`src/rtl/mult_seq_32bit_if.sv`:
```
// Bus between the control unit and the sequential multiplier.
// Handshake: the master raises start with operands and signed_op valid;
// the slave samples them on that clk edge whenever it is idle or in its
// done cycle. busy stays high while the product is being built and
// start is ignored during that time. done pulses for exactly one cycle
// with hi/lo valid. hi/lo then hold until the next done or reset.
interface mult_seq_32bit_if #(
    parameter int WIDTH = 32
);
    logic             start;
    logic             signed_op;
    logic [WIDTH-1:0] a;
    logic [WIDTH-1:0] b;
    logic             busy;
    logic             done;
    logic [WIDTH-1:0] hi;
    logic [WIDTH-1:0] lo;

    // Control-unit side.
    modport master (
        output start, signed_op, a, b,
        input  busy, done, hi, lo
    );

    // Multiplier side.
    modport slave (
        input  start, signed_op, a, b,
        output busy, done, hi, lo
    );
endinterface

```
`src/rtl/mult_seq_32bit.sv`:
```
// Iterative shift-add multiplier: one partial-product step per clock.
// Signed operands are reduced to magnitudes at start. The sign is
// reapplied to the 64-bit accumulator on the way into the hi/lo
// registers. RUN holds WIDTH add/shift iterations followed by one
// closing cycle, so done rises 33 edges after the start edge.
module mult_seq_32bit #(
    parameter int WIDTH = 32,
    parameter int CNT_W = 6
) (
    input  logic                  clk,
    input  logic                  rst,
    mult_seq_32bit_if.slave       mul_bus,
    output logic [1:0]            o_dbg_state
);

    typedef enum logic [1:0] {
        S_IDLE = 2'd0,
        S_RUN  = 2'd1,
        S_FIN  = 2'd2
    } state_t;

    state_t               r_state;
    state_t               w_next;
    logic [CNT_W-1:0]     r_cnt;
    logic [2*WIDTH-1:0]   r_mcand;
    logic [2*WIDTH-1:0]   r_acc;
    logic [2*WIDTH-1:0]   r_prod;
    logic [WIDTH-1:0]     r_mplier;
    logic                 r_neg;

    logic                 w_capture;
    logic                 w_last;
    logic [WIDTH-1:0]     w_mag_a;
    logic [WIDTH-1:0]     w_mag_b;
    logic [2*WIDTH-1:0]   w_signed_acc;

    // A new operation is accepted from IDLE, or from FIN for back-to-back use.
    assign w_capture = mul_bus.start && ((r_state == S_IDLE) || (r_state == S_FIN));

    // All WIDTH iterations are complete once the counter reaches WIDTH.
    assign w_last = (r_cnt == CNT_W'(WIDTH));

    // Negating the most negative value gives itself, which is the correct unsigned magnitude.
    assign w_mag_a = (mul_bus.signed_op && mul_bus.a[WIDTH-1]) ? (~mul_bus.a + 1'b1) : mul_bus.a;
    assign w_mag_b = (mul_bus.signed_op && mul_bus.b[WIDTH-1]) ? (~mul_bus.b + 1'b1) : mul_bus.b;

    assign w_signed_acc = r_neg ? (~r_acc + 1'b1) : r_acc;

    // State register.
    always_ff @(posedge clk) begin
        if (rst) begin
            r_state <= S_IDLE;
        end else begin
            r_state <= w_next;
        end
    end

    // Next-state logic.
    always_comb begin
        w_next = r_state;
        case (r_state)
            S_IDLE: begin
                if (mul_bus.start) begin
                    w_next = S_RUN;
                end
            end
            S_RUN: begin
                if (w_last) begin
                    w_next = S_FIN;
                end
            end
            S_FIN: begin
                if (mul_bus.start) begin
                    w_next = S_RUN;
                end else begin
                    w_next = S_IDLE;
                end
            end
            default: begin
                w_next = S_IDLE;
            end
        endcase
    end

    // Operand capture, shift-add iterations and hi/lo update on entry to FIN.
    always_ff @(posedge clk) begin
        if (rst) begin
            r_cnt    <= '0;
            r_mcand  <= '0;
            r_acc    <= '0;
            r_mplier <= '0;
            r_neg    <= 1'b0;
            r_prod   <= '0;
        end else begin
            if (w_capture) begin
                r_mcand  <= {{WIDTH{1'b0}}, w_mag_a};
                r_mplier <= w_mag_b;
                r_acc    <= '0;
                r_cnt    <= '0;
                r_neg    <= mul_bus.signed_op & (mul_bus.a[WIDTH-1] ^ mul_bus.b[WIDTH-1]);
            end else if ((r_state == S_RUN) && !w_last) begin
                if (r_mplier[0]) begin
                    r_acc <= r_acc + r_mcand;
                end
                r_mcand  <= r_mcand << 1;
                r_mplier <= r_mplier >> 1;
                r_cnt    <= r_cnt + 1'b1;
            end
            if ((r_state == S_RUN) && w_last) begin
                r_prod <= w_signed_acc;
            end
        end
    end

    assign mul_bus.busy = (r_state == S_RUN);
    assign mul_bus.done = (r_state == S_FIN);
    assign mul_bus.hi   = r_prod[2*WIDTH-1:WIDTH];
    assign mul_bus.lo   = r_prod[WIDTH-1:0];
    assign o_dbg_state  = r_state;

endmodule

```
`src/flat_wrapper.sv`:
```
// flat-port wrapper written by rule: the top's interface ports become plain ports
module mult_seq_32bit_flat 
#(
    parameter int WIDTH = 32,
    parameter int CNT_W = 6
)
  (clk, rst, o_dbg_state, mul_bus_start, mul_bus_signed_op, mul_bus_a, mul_bus_b, mul_bus_busy, mul_bus_done, mul_bus_hi, mul_bus_lo);
  mult_seq_32bit_if #(.WIDTH(WIDTH)) mul_bus_i ();
  input  logic clk;
  input  logic rst;
  output logic [1:0] o_dbg_state;
  input wire logic [$bits(mul_bus_i.start)-1:0] mul_bus_start;
  input wire logic [$bits(mul_bus_i.signed_op)-1:0] mul_bus_signed_op;
  input wire logic [$bits(mul_bus_i.a)-1:0] mul_bus_a;
  input wire logic [$bits(mul_bus_i.b)-1:0] mul_bus_b;
  output wire logic [$bits(mul_bus_i.busy)-1:0] mul_bus_busy;
  output wire logic [$bits(mul_bus_i.done)-1:0] mul_bus_done;
  output wire logic [$bits(mul_bus_i.hi)-1:0] mul_bus_hi;
  output wire logic [$bits(mul_bus_i.lo)-1:0] mul_bus_lo;
  assign mul_bus_i.start = mul_bus_start;
  assign mul_bus_i.signed_op = mul_bus_signed_op;
  assign mul_bus_i.a = mul_bus_a;
  assign mul_bus_i.b = mul_bus_b;
  assign mul_bus_busy = mul_bus_i.busy;
  assign mul_bus_done = mul_bus_i.done;
  assign mul_bus_hi = mul_bus_i.hi;
  assign mul_bus_lo = mul_bus_i.lo;
  mult_seq_32bit #(.WIDTH(WIDTH), .CNT_W(CNT_W)) u_core (.clk(clk), .rst(rst), .mul_bus(mul_bus_i), .o_dbg_state(o_dbg_state));
endmodule
```
`config.mk`:
```
export PLATFORM = sky130hd
export DESIGN_NAME = mult_seq_32bit_flat
export DESIGN_NICKNAME = d
export VERILOG_FILES = /design/src/rtl/mult_seq_32bit_if.sv /design/src/rtl/mult_seq_32bit.sv /design/src/flat_wrapper.sv
export SDC_FILE = /design/constraint.sdc
export NUM_CORES = 1
export LEC_CHECK = 0
export CORE_MARGIN = 1
export CORE_UTILIZATION = 55
export CTS_CLUSTER_DIAMETER = 120
export DETAILED_ROUTE_END_ITERATION = 16
export PLACE_DENSITY = 0.84
export SYNTH_ARGS = -nofsm -noshare
export SYNTH_HDL_FRONTEND = slang
export SYNTH_SLANG_ARGS = --single-unit
```
`constraint.sdc`:
```
create_clock -name clk -period 9.8 [get_ports clk]
set_clock_uncertainty 0.2 [all_clocks]
set_input_delay 1.47 -clock clk [delete_from_list [all_inputs] [get_ports clk]]
set_output_delay 1.47 -clock clk [all_outputs]
set_load 0.005 [all_outputs]
```
==> run summary, run 1 <==
Worst Hold Path EP = u_core.r_prod[61]
worst vdd ir = 120 uV
Setup crit start kind = primary input
Critical Path Fanout Max = 4
commonest non-fill, non-tap cells in the layout = nand2_1 (367), dfxtp_1 (232), nor2_1 (197)
top cells by area in the synthesized netlist = dfxtp_1 (31%), nand2_1 (9.3%), a21oi_1 (6.5%), ha_1 (5.7%), xor2_1 (5.7%)
largest area contributor in the netlist = dfxtp_1
# rows = 59
die area = 27800 um^2
final instance area = 17100 um^2
FFs w/ async S/R, synth = 0%
Cell variety after synth = 68
Avg Inst Size Synth = 7.52 um^2
PortBufs = 135
fin crit share = 44.9%
Routed WL = 39600 um
clock buffer count from CTS = 26
final instance count without filler cells = 2378
WS Path Type = in2reg
Antenna Cells = 0
switching share of total power = 26.1%
dpl hpwl = 28800 um
sequential fraction of the synthesis area = 31.3%
Int Power = 1.71 mW
reg2reg start = u_core.r_acc[0]
Yosys warning total = 0
layout cells sized above 1 = 4.16%
Synth top area share = 31.3%
commonest non-fill, non-tap cell in the layout = nand2_1
initial antenna violation count = 0
Setup crit end kind = flip-flop
TritonRoute pass-1 iters = 5
worst-margin pin slew = 1.08 ns
Final Max Slew Viols = 0
synthesized instance count = 1982
Routability Congestion = 0.966
# hold bufs at CTS = 0
min cycle time layout = 4.40 ns
R2R Path End = u_core.r_acc[60]
f_max = 227 MHz
worst hold slack = 0.259 ns
Initial Util = 56.6%
flop-to-flop setup slack = 5.40 ns
# H-tree levels = 1
Post-DP Area = 16200 um^2
1st-iter DRT viols = 1472
RSZ-0062 raised after global routing = false
post-CTS setup buffers = 0
WP buf/inv = 1
setup_tns = 0 ns
Mapped Area = 14900 um^2
Fin. Hold Viols = 0
total leakage power = 6.39 nW
worst hold path type = reg2reg
Hold Path Depth = 2
Worst-Skew Late Latency = 0.54 ns
max-cap violations = 0
post-synthesis register bit count = 233
Fillers = 2327
status = finished clean
Die Height = 167 um
clock buffer depth = 3
Nets = 2162
Root Buffer = clkbuf_16
Final Power = 2.31 mW
largest net degree at the start of global routing = 114
Net Count, Synth = 2119
Total GRT Usage = 27.9%
cell at the slowest stage of the critical path = or4_4
average wire per standard cell = 16.7 um
Critical Path RT = 10.03 ns
Max transition margin = 27.9%
Post-DRT Antenna Nets = 0
first-pass GRT wire length = 65100 um
global route overflow = 0
worst setup margin = 5.40 ns
Die X-Extent = 167 um
dpl ws = 4.88 ns
Layout area overhead = 14.8%
Avg Vias per Cell = 6.12
number of flops mapped to enable cells by yosys = 0
Top FF cell, synth = dfxtp_1
Core Region = 26400 um^2
vias in the first global route = 13100
Ports = 136
CTS tree = built
CP top delay family = simple AND/OR/NAND/NOR gates
post-route DRC violation count = 0
CTS resizes = 0
Comb power frac = 12.6%
FF-to-FF path depth = 12
NetSw = 0.604 mW
Seq pwr share = 43.5%
Clock Power Share = 43.9%
Vias = 14600
final setup vio count = 0
P per Cell Area = 135 nW/um^2
HP Start = u_core.r_prod[61]
CP max stage delay = 0.60 ns
worst endpoint data arrival time = 4.64 ns
CP cell instances = clkdlybuf4s50_1 > or4_4 > nor4_4 > nand3b_1 > nor3b_1 > nor3b_1 > nand3b_1 > o41ai_1 > xnor2_1 > nor2_1 > a311oi_1
post-route core utilization = 65.0%
Sink Count = 233
Clock transition at path regs = 0.06 ns
Inst Count DP = 2332
## routing by layer
layer	vias up	GRT usage (%)	routed length, um
li1	7183	-	-
met1	6705	40.8	18500
met2	604	42.3	16700
met3	66	4.33	3690
met4	0	7.53	677
met5	-	0	0
## synthesized netlist by cell type, types with 28 or more instances
| master | instances |
|---|---|
| nand4_1 | 30 |
| ha_1 | 68 |
| nor2_1 | 198 |
| xnor2_1 | 75 |
| nand3_1 | 37 |
| xor2_1 | 97 |
| o21ai_0 | 89 |
| dfxtp_1 | 233 |
| nor3_1 | 31 |
| a311oi_1 | 54 |
| a21o_1 | 39 |
| a21oi_1 | 195 |
| clkbuf_1 | 106 |
| nand2_1 | 369 |
| a211oi_1 | 66 |
| o31ai_1 | 28 |
## layout make-up
| class | instances | area (um^2) | area share [%] |
|---|---|---|---|
| inverter | 24 | 90.1 | 0.526 |
| timing repair buffer | 145 | 1420 | 8.32 |
| tap | 335 | 419 | 2.45 |
| sequential | 233 | 4670 | 27.3 |
| clock inverter | 11 | 164 | 0.957 |
| multi-input combinational | 1595 | 9630 | 56.3 |
| clock buffer | 35 | 726 | 4.24 |
## worst max-delay path by stage
stage                     slack [ns]          from                  end  cells past startpoint
after floorplan                 5.60  mul_bus_b[8]  u_core.r_mplier[28]                     10
after global placement          4.96  mul_bus_b[8]  u_core.r_mplier[28]                     11
after detailed placement        4.88  mul_bus_b[8]  u_core.r_mplier[28]                     11
after CTS                       5.43  mul_bus_b[8]  u_core.r_mplier[28]                     11
after global routing            5.14  mul_bus_a[2]   u_core.r_mcand[30]                     11
final                           5.40  mul_bus_b[8]  u_core.r_mplier[29]                     11
## state kept, by name, summed over array words and instances (netlist names)
register / flops
u_core.r_acc: 64
u_core.r_neg: 1
u_core.r_cnt: 6
u_core.o_dbg_state: 2
u_core.r_prod: 64
u_core.r_mcand: 64
u_core.r_mplier: 32
## cell families (layout without fill, tap and decap cells)
logic type                 count (synthesis)  after routing  share of synthesized area [%]
AOI/OAI and AO/OA                        565            565                           24.6
xor gates and xnor gates                 172            172                           10.1
adders and majority gates                 69             69                           5.84
buffers and inverters                    154            215                           4.30
DFF                                      233            233                           31.3
muxes                                      4              4                          0.268
and+or+nand+nor                          785            785                           23.6
## worst reg2reg max path, cell delays in order (launching register included)
cell and delay [ns]:
dfxtp_1 0.56, ha_1 0.30, fa_1 0.24, a21o_1 0.16
a221o_1 0.23, a31oi_1 0.22, and2_1 0.27, o41ai_1 0.73
a31o_2 0.37, a31oi_1 0.20, o211ai_1 0.50, a21oi_1 0.15
nand3b_1 0.18
## power groups by stage
stage	logic, mW	registers, mW	clock network [mW]
6_report	0.290	1.01	1.02
5_1_grt	0.319	1.01	1.07
2_1_floorplan	0.206	1.01	0
3_3_place_gp	0.279	1.02	0
4_1_cts	0.287	1.00	1.03
3_5_place_dp	0.285	1.02	0
No activity file was read; power rests on OpenSTA's default activity.
==> inputs of run 2 (changes only) <==
clock period = 4.2 ns   (was 9.8 ns; I/O delays follow)
==> run summary, run 2 (synthesis gave the netlist of run 1 again) <==
Top Registers = u_core.r_acc: 64 flops, u_core.r_mcand: 64 flops, u_core.r_prod: 64 flops (unchanged)
dpl hpwl = 29800 um (was 28800 um)
Clock transition at path regs = 0.07 ns (was 0.06 ns)
worst-margin pin slew = 1.07 ns (was 1.08 ns)
Die Height = 167 um (unchanged)
worst vdd ir = 235 uV (was 120 uV)
Sink Count = 233 (unchanged)
worst setup margin = 0.205 ns (was 5.40 ns)
FF-to-FF path depth = 12 (unchanged)
Worst Hold Path EP = u_core.r_prod[60] (was u_core.r_prod[61])
Core Region = 26400 um^2 (unchanged)
# hold bufs at CTS = 0 (unchanged)
GR Util met3 = 3.99% (was 4.33%)
Critical Path RT = 4.41 ns (was 10.03 ns)
Routed WL = 39500 um (was 39600 um)
Avg Vias per Cell = 6.00 (was 6.12)
Setup crit start kind = flip-flop (was primary input)
met1 GRT Util = 41.0% (was 40.8%)
initial antenna violation count = 0 (unchanged)
worst hold path type = reg2reg (unchanged)
Critical Path Fanout Max = 6 (was 4)
Antenna Cells = 0 (unchanged)
Post-DP Area = 16400 um^2 (was 16200 um^2)
Inst Count DP = 2343 (was 2332)
post-CTS setup buffers = 0 (unchanged)
# rows = 59 (unchanged)
HP Start = u_core.r_prod[60] (was u_core.r_prod[61])
status = finished clean (unchanged)
worst hold slack = 0.254 ns (was 0.259 ns)
flop-to-flop setup slack = 0.20 ns (was 5.40 ns)
Fin. Hold Viols = 0 (unchanged)
Layout area overhead = 15.2% (was 14.8%)
first-pass GRT wire length = 64300 um (was 65100 um)
min cycle time layout = 4.00 ns
P per Cell Area = 305 nW/um^2 (was 135 nW/um^2)
Post-DRT Antenna Nets = 0 (unchanged)
Setup crit end kind = flip-flop (unchanged)
Nets = 2172 (was 2162)
clock buffer count from CTS = 25 (was 26)
post-route core utilization = 65.2% (was 65.0%)
max-cap violations = 0 (unchanged)
total leakage power = 6.42 nW (was 6.39 nW)
Ports = 136 (unchanged)
largest net degree at the start of global routing = 96 (was 114)
fin crit share = 95.1%
CTS resizes = 0 (unchanged)
post-route DRC violation count = 0 (unchanged)
final instance count without filler cells = 2388 (was 2378)
global route overflow = 0 (unchanged)
met2 Use GR = 41.7% (was 42.3%)
Final Power = 5.23 mW (was 2.31 mW)
R2R Path End = u_core.r_acc[56] (was u_core.r_acc[60])
Hold Path Depth = 2 (unchanged)
clock buffer depth = 3 (unchanged)
commonest non-fill, non-tap cells in the layout = nand2_1 (367), dfxtp_1 (232), nor2_1 (197) (unchanged)
die area = 27800 um^2 (unchanged)
dpl ws = 0.128 ns (was 4.88 ns)
average wire per standard cell = 16.5 um (was 16.7 um)
vias in the first global route = 12900 (was 13100)
final setup vio count = 0 (unchanged)
worst endpoint data arrival time = 4.21 ns (was 4.64 ns)
Routability Congestion = 0.943 (was 0.966)
reg2reg start = u_core.r_acc[0] (unchanged)
GRT busiest layer = met2 (unchanged)
Vias = 14300 (was 14600)
Max transition margin = 28.3% (was 27.9%)
TritonRoute pass-1 iters = 6 (was 5)
Total GRT Usage = 27.8% (was 27.9%)
1st-iter DRT viols = 1436 (was 1472)
final instance area = 17200 um^2 (was 17100 um^2)
layout cells sized above 1 = 4.68% (was 4.16%)
PortBufs = 135 (unchanged)
RSZ-0062 raised after global routing = false (unchanged)
Root Buffer = clkbuf_16 (unchanged)
Final Max Slew Viols = 0 (unchanged)
Die X-Extent = 167 um (unchanged)
Initial Util = 56.6% (unchanged)
setup_tns = 0 ns (unchanged)
f_max = 250 MHz
WS Path Type = reg2reg (was in2reg)
# H-tree levels = 1 (unchanged)
Worst-Skew Late Latency = 0.52 ns (was 0.54 ns)
CTS tree = built (unchanged)
commonest non-fill, non-tap cell in the layout = nand2_1 (unchanged)
Fillers = 2273 (was 2327)
## run 2: cell count changes in the layout (fill, tap and decap cells not counted), sizes merged
cell | before | now
bufinv | 4 | 2
clkbuf | 35 | 34
clkinv | 4 | 5
clkinvlp | 2 | 4
inv | 25 | 24
buf | 11 | 22
## run 2: final cells by class
class                           instances  area, um^2  share of cell area (%)
Clock buffer                           34         699                    4.07
Clock inverter                         11         126                   0.736
Inverter                               24        90.1                   0.524
Multi-Input combinational cell       1595        9630                    56.1
Sequential cell                       233        4670                    27.2
Tap cell                              335         419                    2.44
Timing Repair Buffer                  156        1540                    8.99
## run 2: per-layer routing
layer	wire, um	vias to the layer above
met2	16200	526
met5	0	-
met3	3320	57
met1	19100	6516
met4	883	0
li1	-	7219
## run 2: worst max-delay path, cell delays in order (launching register included)
cell and delay, ns:
dfxtp_1 0.39, ha_1 0.28, fa_1 0.41, a21o_1 0.21, a221o_1 0.34, a31oi_1 0.38, o2111ai_1 0.24, and4_1 0.28
or2_2 0.30, o2bb2ai_1 0.38, o31a_1 0.21, mux2i_1 0.19, nand3_1 0.08
## run 2: report_power, final
group          switching, mW  total (mW)  internal [mW]
Clock                  0.907        2.20           1.29
Sequential            0.0657        2.34           2.28
Combinational          0.429       0.688          0.259
Total                   1.40        5.23           3.83
## run 2: how the worst max path moves through the flow
stage / to / start / slack [ns] / cells after the start
detailed placement: u_core.r_mplier[29] / mul_bus_b[8] / 0.13 / 11
floorplan: u_core.r_mplier[28] / mul_bus_b[8] / 0.84 / 10
global route: u_core.r_acc[60] / u_core.r_acc[0] / 0.04 / 12
CTS: u_core.r_acc[56] / u_core.r_acc[0] / 0.25 / 12
finish: u_core.r_acc[56] / u_core.r_acc[0] / 0.20 / 12
global placement: u_core.r_mplier[28] / mul_bus_b[8] / 0.22 / 11
==> inputs of run 3 (changes only) <==
CELL_PAD_IN_SITES_DETAIL_PLACEMENT = 2   (was default)
CELL_PAD_IN_SITES_GLOBAL_PLACEMENT = 2   (was default)
CORE_UTILIZATION = 34   (was 55)
PLACE_DENSITY = 0.88   (was 0.84)
==> run summary, run 3 (synthesis gave the netlist of run 1 again) <==
status = finished clean (unchanged)
Routed WL = 55600 um (was 39500 um)
WP buf/inv = 0 (unchanged)
RSZ-0062 raised after global routing = false (unchanged)
largest net degree at the start of global routing = 121 (was 96)
PortBufs = 135 (unchanged)
Fillers = 5031 (was 2273)
worst hold slack = 0.253 ns (was 0.254 ns)
Vias = 14900 (was 14300)
Initial Util = 34.5% (was 56.6%)
Int Power = 4.19 mW (was 3.83 mW)
initial antenna violation count = 0 (unchanged)
min cycle time layout = 3.94 ns (was 4.00 ns)
CP top delay family = compound AO/OA/AOI/OAI gates (unchanged)
switching share of total power = 27.9% (was 26.8%)
Nets = 2183 (was 2172)
die area = 44700 um^2 (was 27800 um^2)
Antenna Cells = 0 (unchanged)
Max transition margin = 32.5% (was 28.3%)
worst setup margin = 0.255 ns (was 0.205 ns)
# hold bufs at CTS = 0 (unchanged)
worst hold path type = reg2reg (unchanged)
Total GRT Usage = 24.6% (was 27.8%)
Clock transition at path regs = 0.06 ns (was 0.07 ns)
layout cells sized above 1 = 5.47% (was 4.68%)
dpl hpwl = 41100 um (was 29800 um)
commonest non-fill, non-tap cells in the layout = nand2_1 (367), dfxtp_1 (232), nor2_1 (198) (was nand2_1 (367), dfxtp_1 (232), nor2_1 (197))
Die Height = 211 um (was 167 um)
Layout area overhead = 19.0% (was 15.2%)
NetSw = 1.62 mW (was 1.40 mW)
TritonRoute pass-1 iters = 5 (was 6)
Ports = 136 (unchanged)
average wire per standard cell = 21.0 um (was 16.5 um)
final setup vio count = 0 (unchanged)
# rows = 76 (was 59)
Critical Path RT = 4.44 ns (was 4.41 ns)
CTS tree = built (unchanged)
Critical Path Fanout Max = 6 (unchanged)
Setup crit start kind = flip-flop (unchanged)
post-route DRC violation count = 0 (unchanged)
Sink Count = 233 (unchanged)
Die X-Extent = 211 um (was 167 um)
commonest non-fill, non-tap cell in the layout = nand2_1 (unchanged)
f_max = 254 MHz (was 250 MHz)
clock buffer depth = 3 (unchanged)
clock buffer count from CTS = 29 (was 25)
worst endpoint data arrival time = 4.18 ns (was 4.21 ns)
Seq pwr share = 40.4% (was 44.8%)
Final Max Slew Viols = 0 (unchanged)
# H-tree levels = 1 (unchanged)
CP max stage delay = 0.42 ns (was 0.41 ns)
CP cell instances = ha_1 > fa_1 > a21o_1 > a221o_1 > a31oi_2 > o2111ai_1 > and4_1 > or2_2 > o2bb2ai_1 > o31a_1 > mux2i_1 > nand3_1 (was ha_1 > fa_1 > a21o_1 > a221o_1 > a31oi_1 > o2111ai_1 > and4_1 > or2_2 > o2bb2ai_1 > o31a_1 > mux2i_1 > nand3_1)
Routability Congestion = 0.892 (was 0.943)
Top Registers = u_core.r_acc: 64 flops, u_core.r_mcand: 64 flops, u_core.r_prod: 64 flops (unchanged)
Final Power = 5.81 mW (was 5.23 mW)
P per Cell Area = 327 nW/um^2 (was 305 nW/um^2)
Setup crit end kind = flip-flop (unchanged)
first-pass GRT wire length = 88300 um (was 64300 um)
max-cap violations = 0 (unchanged)
Post-DRT Antenna Nets = 0 (unchanged)
Fin. Hold Viols = 0 (unchanged)
Avg Vias per Cell = 5.64 (was 6.00)
cell at the slowest stage of the critical path = fa_1 (unchanged)
WS Path Type = reg2reg (unchanged)
Comb power frac = 13.4% (was 13.2%)
fin crit share = 93.9% (was 95.1%)
Clock Power Share = 46.2% (was 42.1%)
1st-iter DRT viols = 746 (was 1436)
global route overflow = 0 (unchanged)
dpl ws = -0.0224 ns (was 0.128 ns)
Root Buffer = clkbuf_16 (unchanged)
worst-margin pin slew = 1.01 ns (was 1.07 ns)
vias in the first global route = 16000 (was 12900)
Worst-Skew Late Latency = 0.57 ns (was 0.52 ns)
Core Region = 43200 um^2 (was 26400 um^2)
total leakage power = 6.56 nW (was 6.42 nW)
worst vdd ir = 249 uV (was 235 uV)
post-CTS setup buffers = 0 (unchanged)
run 3: timing repair:
item	CTS	global route
hold endpoints to repair	0	0
resized for setup	0	2
endpoints found under the setup margin	0	2
run 3: path summary, 6_finish.rpt:
path	from	to	slack [ns]	cells past startpoint
max reg2reg	u_core.r_acc[0]	u_core.r_acc[56]	0.26	12
min reg2reg	u_core.r_prod[61]	u_core.r_prod[61]	0.25	2
max	u_core.r_acc[0]	u_core.r_acc[56]	0.26	12
min	u_core.r_prod[61]	u_core.r_prod[61]	0.25	2
run 3: final cells by class:
| cell class | count | area, um^2 | share of cell area (%) |
|---|---|---|---|
| sequential | 233 | 4670 | 26.3 |
| timing repair buffer | 163 | 1600 | 9.00 |
| inverter | 24 | 90.1 | 0.508 |
| clock inverter | 12 | 169 | 0.952 |
| tap | 585 | 732 | 4.13 |
| clock buffer | 40 | 847 | 4.77 |
| multi-input combinational | 1595 | 9640 | 54.3 |
run 3: power groups by stage:
| stage | clock network [mW] | logic, mW | registers [mW] |
|---|---|---|---|
| floorplan | 0 | 0.480 | 2.36 |
| global placement | 0 | 0.735 | 2.39 |
| detailed placement | 0 | 0.769 | 2.40 |
| CTS | 2.74 | 0.778 | 2.35 |
| global route | 2.84 | 0.842 | 2.36 |
| finish | 2.68 | 0.776 | 2.35 |
run 3: through the flow:
step / TNS, ns / instance area, um^2 / cells / util, %
2_1_floorplan: 0 / 14900 / 1982 / -
4_1_cts: 0 / 17700 / 2652 / 41.1
5_1_grt: 0 / 17700 / 2652 / 41.1
3_3_place_gp: 0 / 16700 / 2600 / 38.7
6_report: 0 / 17700 / 2652 / 41.1
3_5_place_dp: -0.0224 / 16700 / 2600 / 38.7
run 3: metal layers:
layer	vias to the layer above	wire length, um	GRT usage, %
met5	-	0	0
met4	0	1220	6.55
met3	70	1750	2.76
met2	224	26700	42.4
met1	7443	25900	32.2
li1	7211	-	-
run 3: tightest hold or removal path, stage by stage, from the launching register on:
cell	delay [ns]
dfxtp_1	0.31
nand2_1	0.05
a21oi_1	0.05
==> RTL edit 1 (config.mk and constraints of run 2) <==
One comparison of `r_cnt` changes from == to >=.
--- a/src/rtl/mult_seq_32bit.sv
+++ b/src/rtl/mult_seq_32bit.sv
@@ -38,7 +38,7 @@
     assign w_capture = mul_bus.start && ((r_state == S_IDLE) || (r_state == S_FIN));
 
     // All WIDTH iterations are complete once the counter reaches WIDTH.
-    assign w_last = (r_cnt == CNT_W'(WIDTH));
+    assign w_last = (r_cnt >= CNT_W'(WIDTH));
 
     // Negating the most negative value gives itself, which is the correct unsigned magnitude.
     assign w_mag_a = (mul_bus.signed_op && mul_bus.a[WIDTH-1]) ? (~mul_bus.a + 1'b1) : mul_bus.a;
Function: no difference found for any inputs over 10 cycles, from zero or initial values and one cycle with rst high; that may be too few to reach the edited logic, so the function may still have changed.
==> RTL edit 1 against run 2 <==
  * Sequential cell count did not move
  * Global-route usage rose by 1.1 points
  * Sequential share of layout area rose by 0.23 points
  * Sequential power barely moved
  * Final area fell by 0.84%
  * Routed wire length rose by 1.6%
  * Via count fell by 1.0%
  * Synthesized area fell by 1.9%
  * Maximum frequency rose by 3.1%
  * Largest power group is now clock
  * Final cell count fell by 0.80%
  * Worst setup slack improved by 0.12 ns
  * Total power rose by 3.4%
  * Critical endpoint is now u_core.r_prod[61]
==> RTL edit 1: results <==
[grt]
grt_use_total_pct = 28.9
met1_usage_pct = 43.9
grt_pass1_wl_mm = 64.2

[pwr]
leakage_nw = 6.54
netSwitchingPower_mw = 1.42
clock_power_share_pct = 44.4

[placement]
dpl_worst_slack_ns = 0.360
placed_area_um2 = 16100
dp_cells = 2322

[worst_setup_path]
worstSetupEndpoint = "u_core.r_prod[61]"
slowest_stage = "or4_1"
r2r_start = "u_core.r_acc[6]"
critPathMaxFanout = 7

[finish]
fin_util_pct = 65.4
seq_cell_count = 233
multi_input_cells = 1566
multi_input_area_share_pct = 55.1

[timing]
fin_crit_ns = 3.88
hold_ws_ns = 0.254
worstMarginPinSlew_ns = 0.986

[drt]
routed_via_density = 5.98
drt_iter0_drc = 1550

[clock_tree]
cts_buffers = 26

[logic_synthesis]
yosysSeqAreaShare_pct = 31.9
synth_common_cells = "nand2_1, dfxtp_1, a21oi_1"

[run_status]
status = "complete, no violations"
-- RTL edit 1: kinds of logic after synthesis --
| group | count (synthesis) | share of synthesized area [%] |
|---|---|---|
| buffers and inverters | 158 | 4.06 |
| multiplexers | 3 | 0.205 |
| AND/OR/NAND/NOR | 754 | 22.5 |
| AO/OA/AOI/OAI | 562 | 24.7 |
| XOR/XNOR | 178 | 10.7 |
| adder cells (fa/ha/maj) | 69 | 5.95 |
| flip-flops | 233 | 31.9 |
-- RTL edit 1: layer usage --
layer  vias to the layer above  part of all wire, %
li1                       7074                    -
met1                      6568                   49
met2                       489                   41
met3                        40                  8.1
met4                         0                  1.3
met5                         -                    0
-- RTL edit 1: worst reg2reg max path, cell delays in order (launching register included) --
cell and delay [ns]:
dfxtp_1 0.38, or4_1 0.59, or3_1 0.41, or4_1 0.73, nor2_4 0.16, nand2_2 0.10, or2_1 0.28, or3_4 0.35
o41ai_2 0.25, xor2_1 0.11, a211oi_1 0.22
==> RTL edit 2 (settings of run 2) <==
Made on the original files. `WIDTH` is set to 32 in 3 places; all go to 16.
--- a/src/rtl/mult_seq_32bit_if.sv
+++ b/src/rtl/mult_seq_32bit_if.sv
@@ -5,7 +5,7 @@
 // start is ignored during that time. done pulses for exactly one cycle
 // with hi/lo valid. hi/lo then hold until the next done or reset.
 interface mult_seq_32bit_if #(
-    parameter int WIDTH = 32
+    parameter int WIDTH = 16
 );
     logic             start;
     logic             signed_op;
--- a/src/rtl/mult_seq_32bit.sv
+++ b/src/rtl/mult_seq_32bit.sv
@@ -4,7 +4,7 @@
 // registers. RUN holds WIDTH add/shift iterations followed by one
 // closing cycle, so done rises 33 edges after the start edge.
 module mult_seq_32bit #(
-    parameter int WIDTH = 32,
+    parameter int WIDTH = 16,
     parameter int CNT_W = 6
 ) (
     input  logic                  clk,
--- a/src/flat_wrapper.sv
+++ b/src/flat_wrapper.sv
@@ -1,7 +1,7 @@
 // flat-port wrapper written by rule: the top's interface ports become plain ports
 module mult_seq_32bit_flat 
 #(
-    parameter int WIDTH = 32,
+    parameter int WIDTH = 16,
     parameter int CNT_W = 6
 )
   (clk, rst, o_dbg_state, mul_bus_start, mul_bus_signed_op, mul_bus_a, mul_bus_b, mul_bus_busy, mul_bus_done, mul_bus_hi, mul_bus_lo);
Ports: changed (resized mul_bus_a, mul_bus_b, mul_bus_hi and mul_bus_lo); port bits go from 136 to 72. The function was not compared with the original's and may differ.
==> RTL edit 2 against run 2 <==
  * Final area is 49% lower
  * Worst setup slack improved by 0.53 ns
  * Count of clock-buffer cells in the layout is 15 lower
  * Global-route usage decreased by 1.9 points
  * Total power shrank 45%
  * Sequential share of layout area is 0.46 points higher
  * Routed wire length fell by 55%
  * Sequential cell count is 112 lower
  * Synthesized area shrank 50%
  * Critical path type unchanged
  * Largest cell class unchanged
==> RTL edit 2: results <==
[placement]
placed_area_um2 = 8200
dp_cells = 1171
dpl.hpwl_mm = 12.9
port_buffers = 71
dpl_worst_slack_ns = 0.806

[clock_tree]
htreeDepth = 4
cts_buffers = 17
insertion_delay_ns = 0.41
cts_buffer_depth = 2

[finish]
reg_top3 = "u_core.r_acc: 32 flops, u_core.r_mcand: 32 flops, u_core.r_prod: 32 flops"
clock_buffers = 19
clock_area_share_pct = 6.45
multi_input_area_share_pct = 53.5
layout.nonclk_buf_share_pct = 9.08
nNonClkBuffers = 83
n_all_inverters = 19
multi_input_area_um2 = 4690
seq_area_um2 = 2420
multi_input_cells = 772
n_fill_cell = 1131

[pwr]
combPwrFrac_pct = 10.8
p_seq_mw = 1.21
swShare_pct = 26.3
leakage_nw = 3.29
peakVddDrop_mv = 0.282

[worst_setup_path]
worstPathArrival_ns = 3.60
rrSetupSlack_ns = 0.73
crit_path_max_incr_delay_ns = 0.55
reg2reg_to = "u_core.r_acc[28]"
slowest_stage = "a221oi_1"

[logic_synthesis]
synth-compound-area-share_pct = 24.9
synth_common_cells = "nand2_1, dfxtp_1, a21oi_1"
ys_ff_latch = 121
synth_xor_area_share_pct = 8.73
postSynthAreaPerCell_um2 = 7.61
ys_top_cells_by_area = "dfxtp_1, nand2_1, a21oi_1"
synth.distinct_cells = 50
yosys.area_share.adder_pct = 6.34
yosysSeqAreaShare_pct = 32.6

[drt]
routed_via_density = 5.81
drt_wl_total_mm = 17.7
vias = 6990
first_pass_iters = 4
met1_length_mm = 8.24
wl_met2_mm = 8.10

[worst_hold_path]
min_to = "u_core.r_mcand[31]"
min_from = "u_core.r_mcand[31]"

[grt]
grt_use_total_pct = 25.9
met1_usage_pct = 35.4
grt_pass1_wl_mm = 29.7
grt_max_degree = 70
gr-usage-met2_pct = 42.2
use_met3_pct = 3.14
grt_pass1_vias = 6271

[floorplanning]
die-area_um2 = 14000
initial_core_util_pct = 56.3

[timing]
worstMarginPinSlew_ns = 1.07

[run_status]
status = "complete, no violations"
-- RTL edit 2: how the worst max path moves through the flow --
stage,endpoint,cells after the start,slack [ns],from
floorplan,u_core.r_acc[28],9,1.24,u_core.r_acc[0]
global placement,u_core.r_acc[28],9,0.82,u_core.r_acc[0]
detailed placement,u_core.r_acc[28],9,0.81,u_core.r_acc[0]
CTS,u_core.r_acc[28],9,0.76,u_core.r_acc[0]
global route,u_core.r_acc[28],9,0.53,u_core.r_acc[0]
finish,u_core.r_acc[28],9,0.73,u_core.r_acc[0]
-- RTL edit 2: per-stage QoR --
| stage | hold WS (ns) | power [mW] |
|---|---|---|
| after global routing | 0.284 | 3.02 |
| after CTS | 0.270 | 2.91 |
| after detailed placement | 0.256 | 1.55 |
| final | 0.269 | 2.90 |
| after global placement | 0.250 | 1.54 |
| after floorplan | 0.244 | 1.44 |
-- RTL edit 2: critical path, delay by kind of cell (launching register included) --
kind	cells	cell delay, ns
flops	1	0.36
compound gates	6	1.68
simple gates	1	0.48
fa+ha+maj	2	0.67
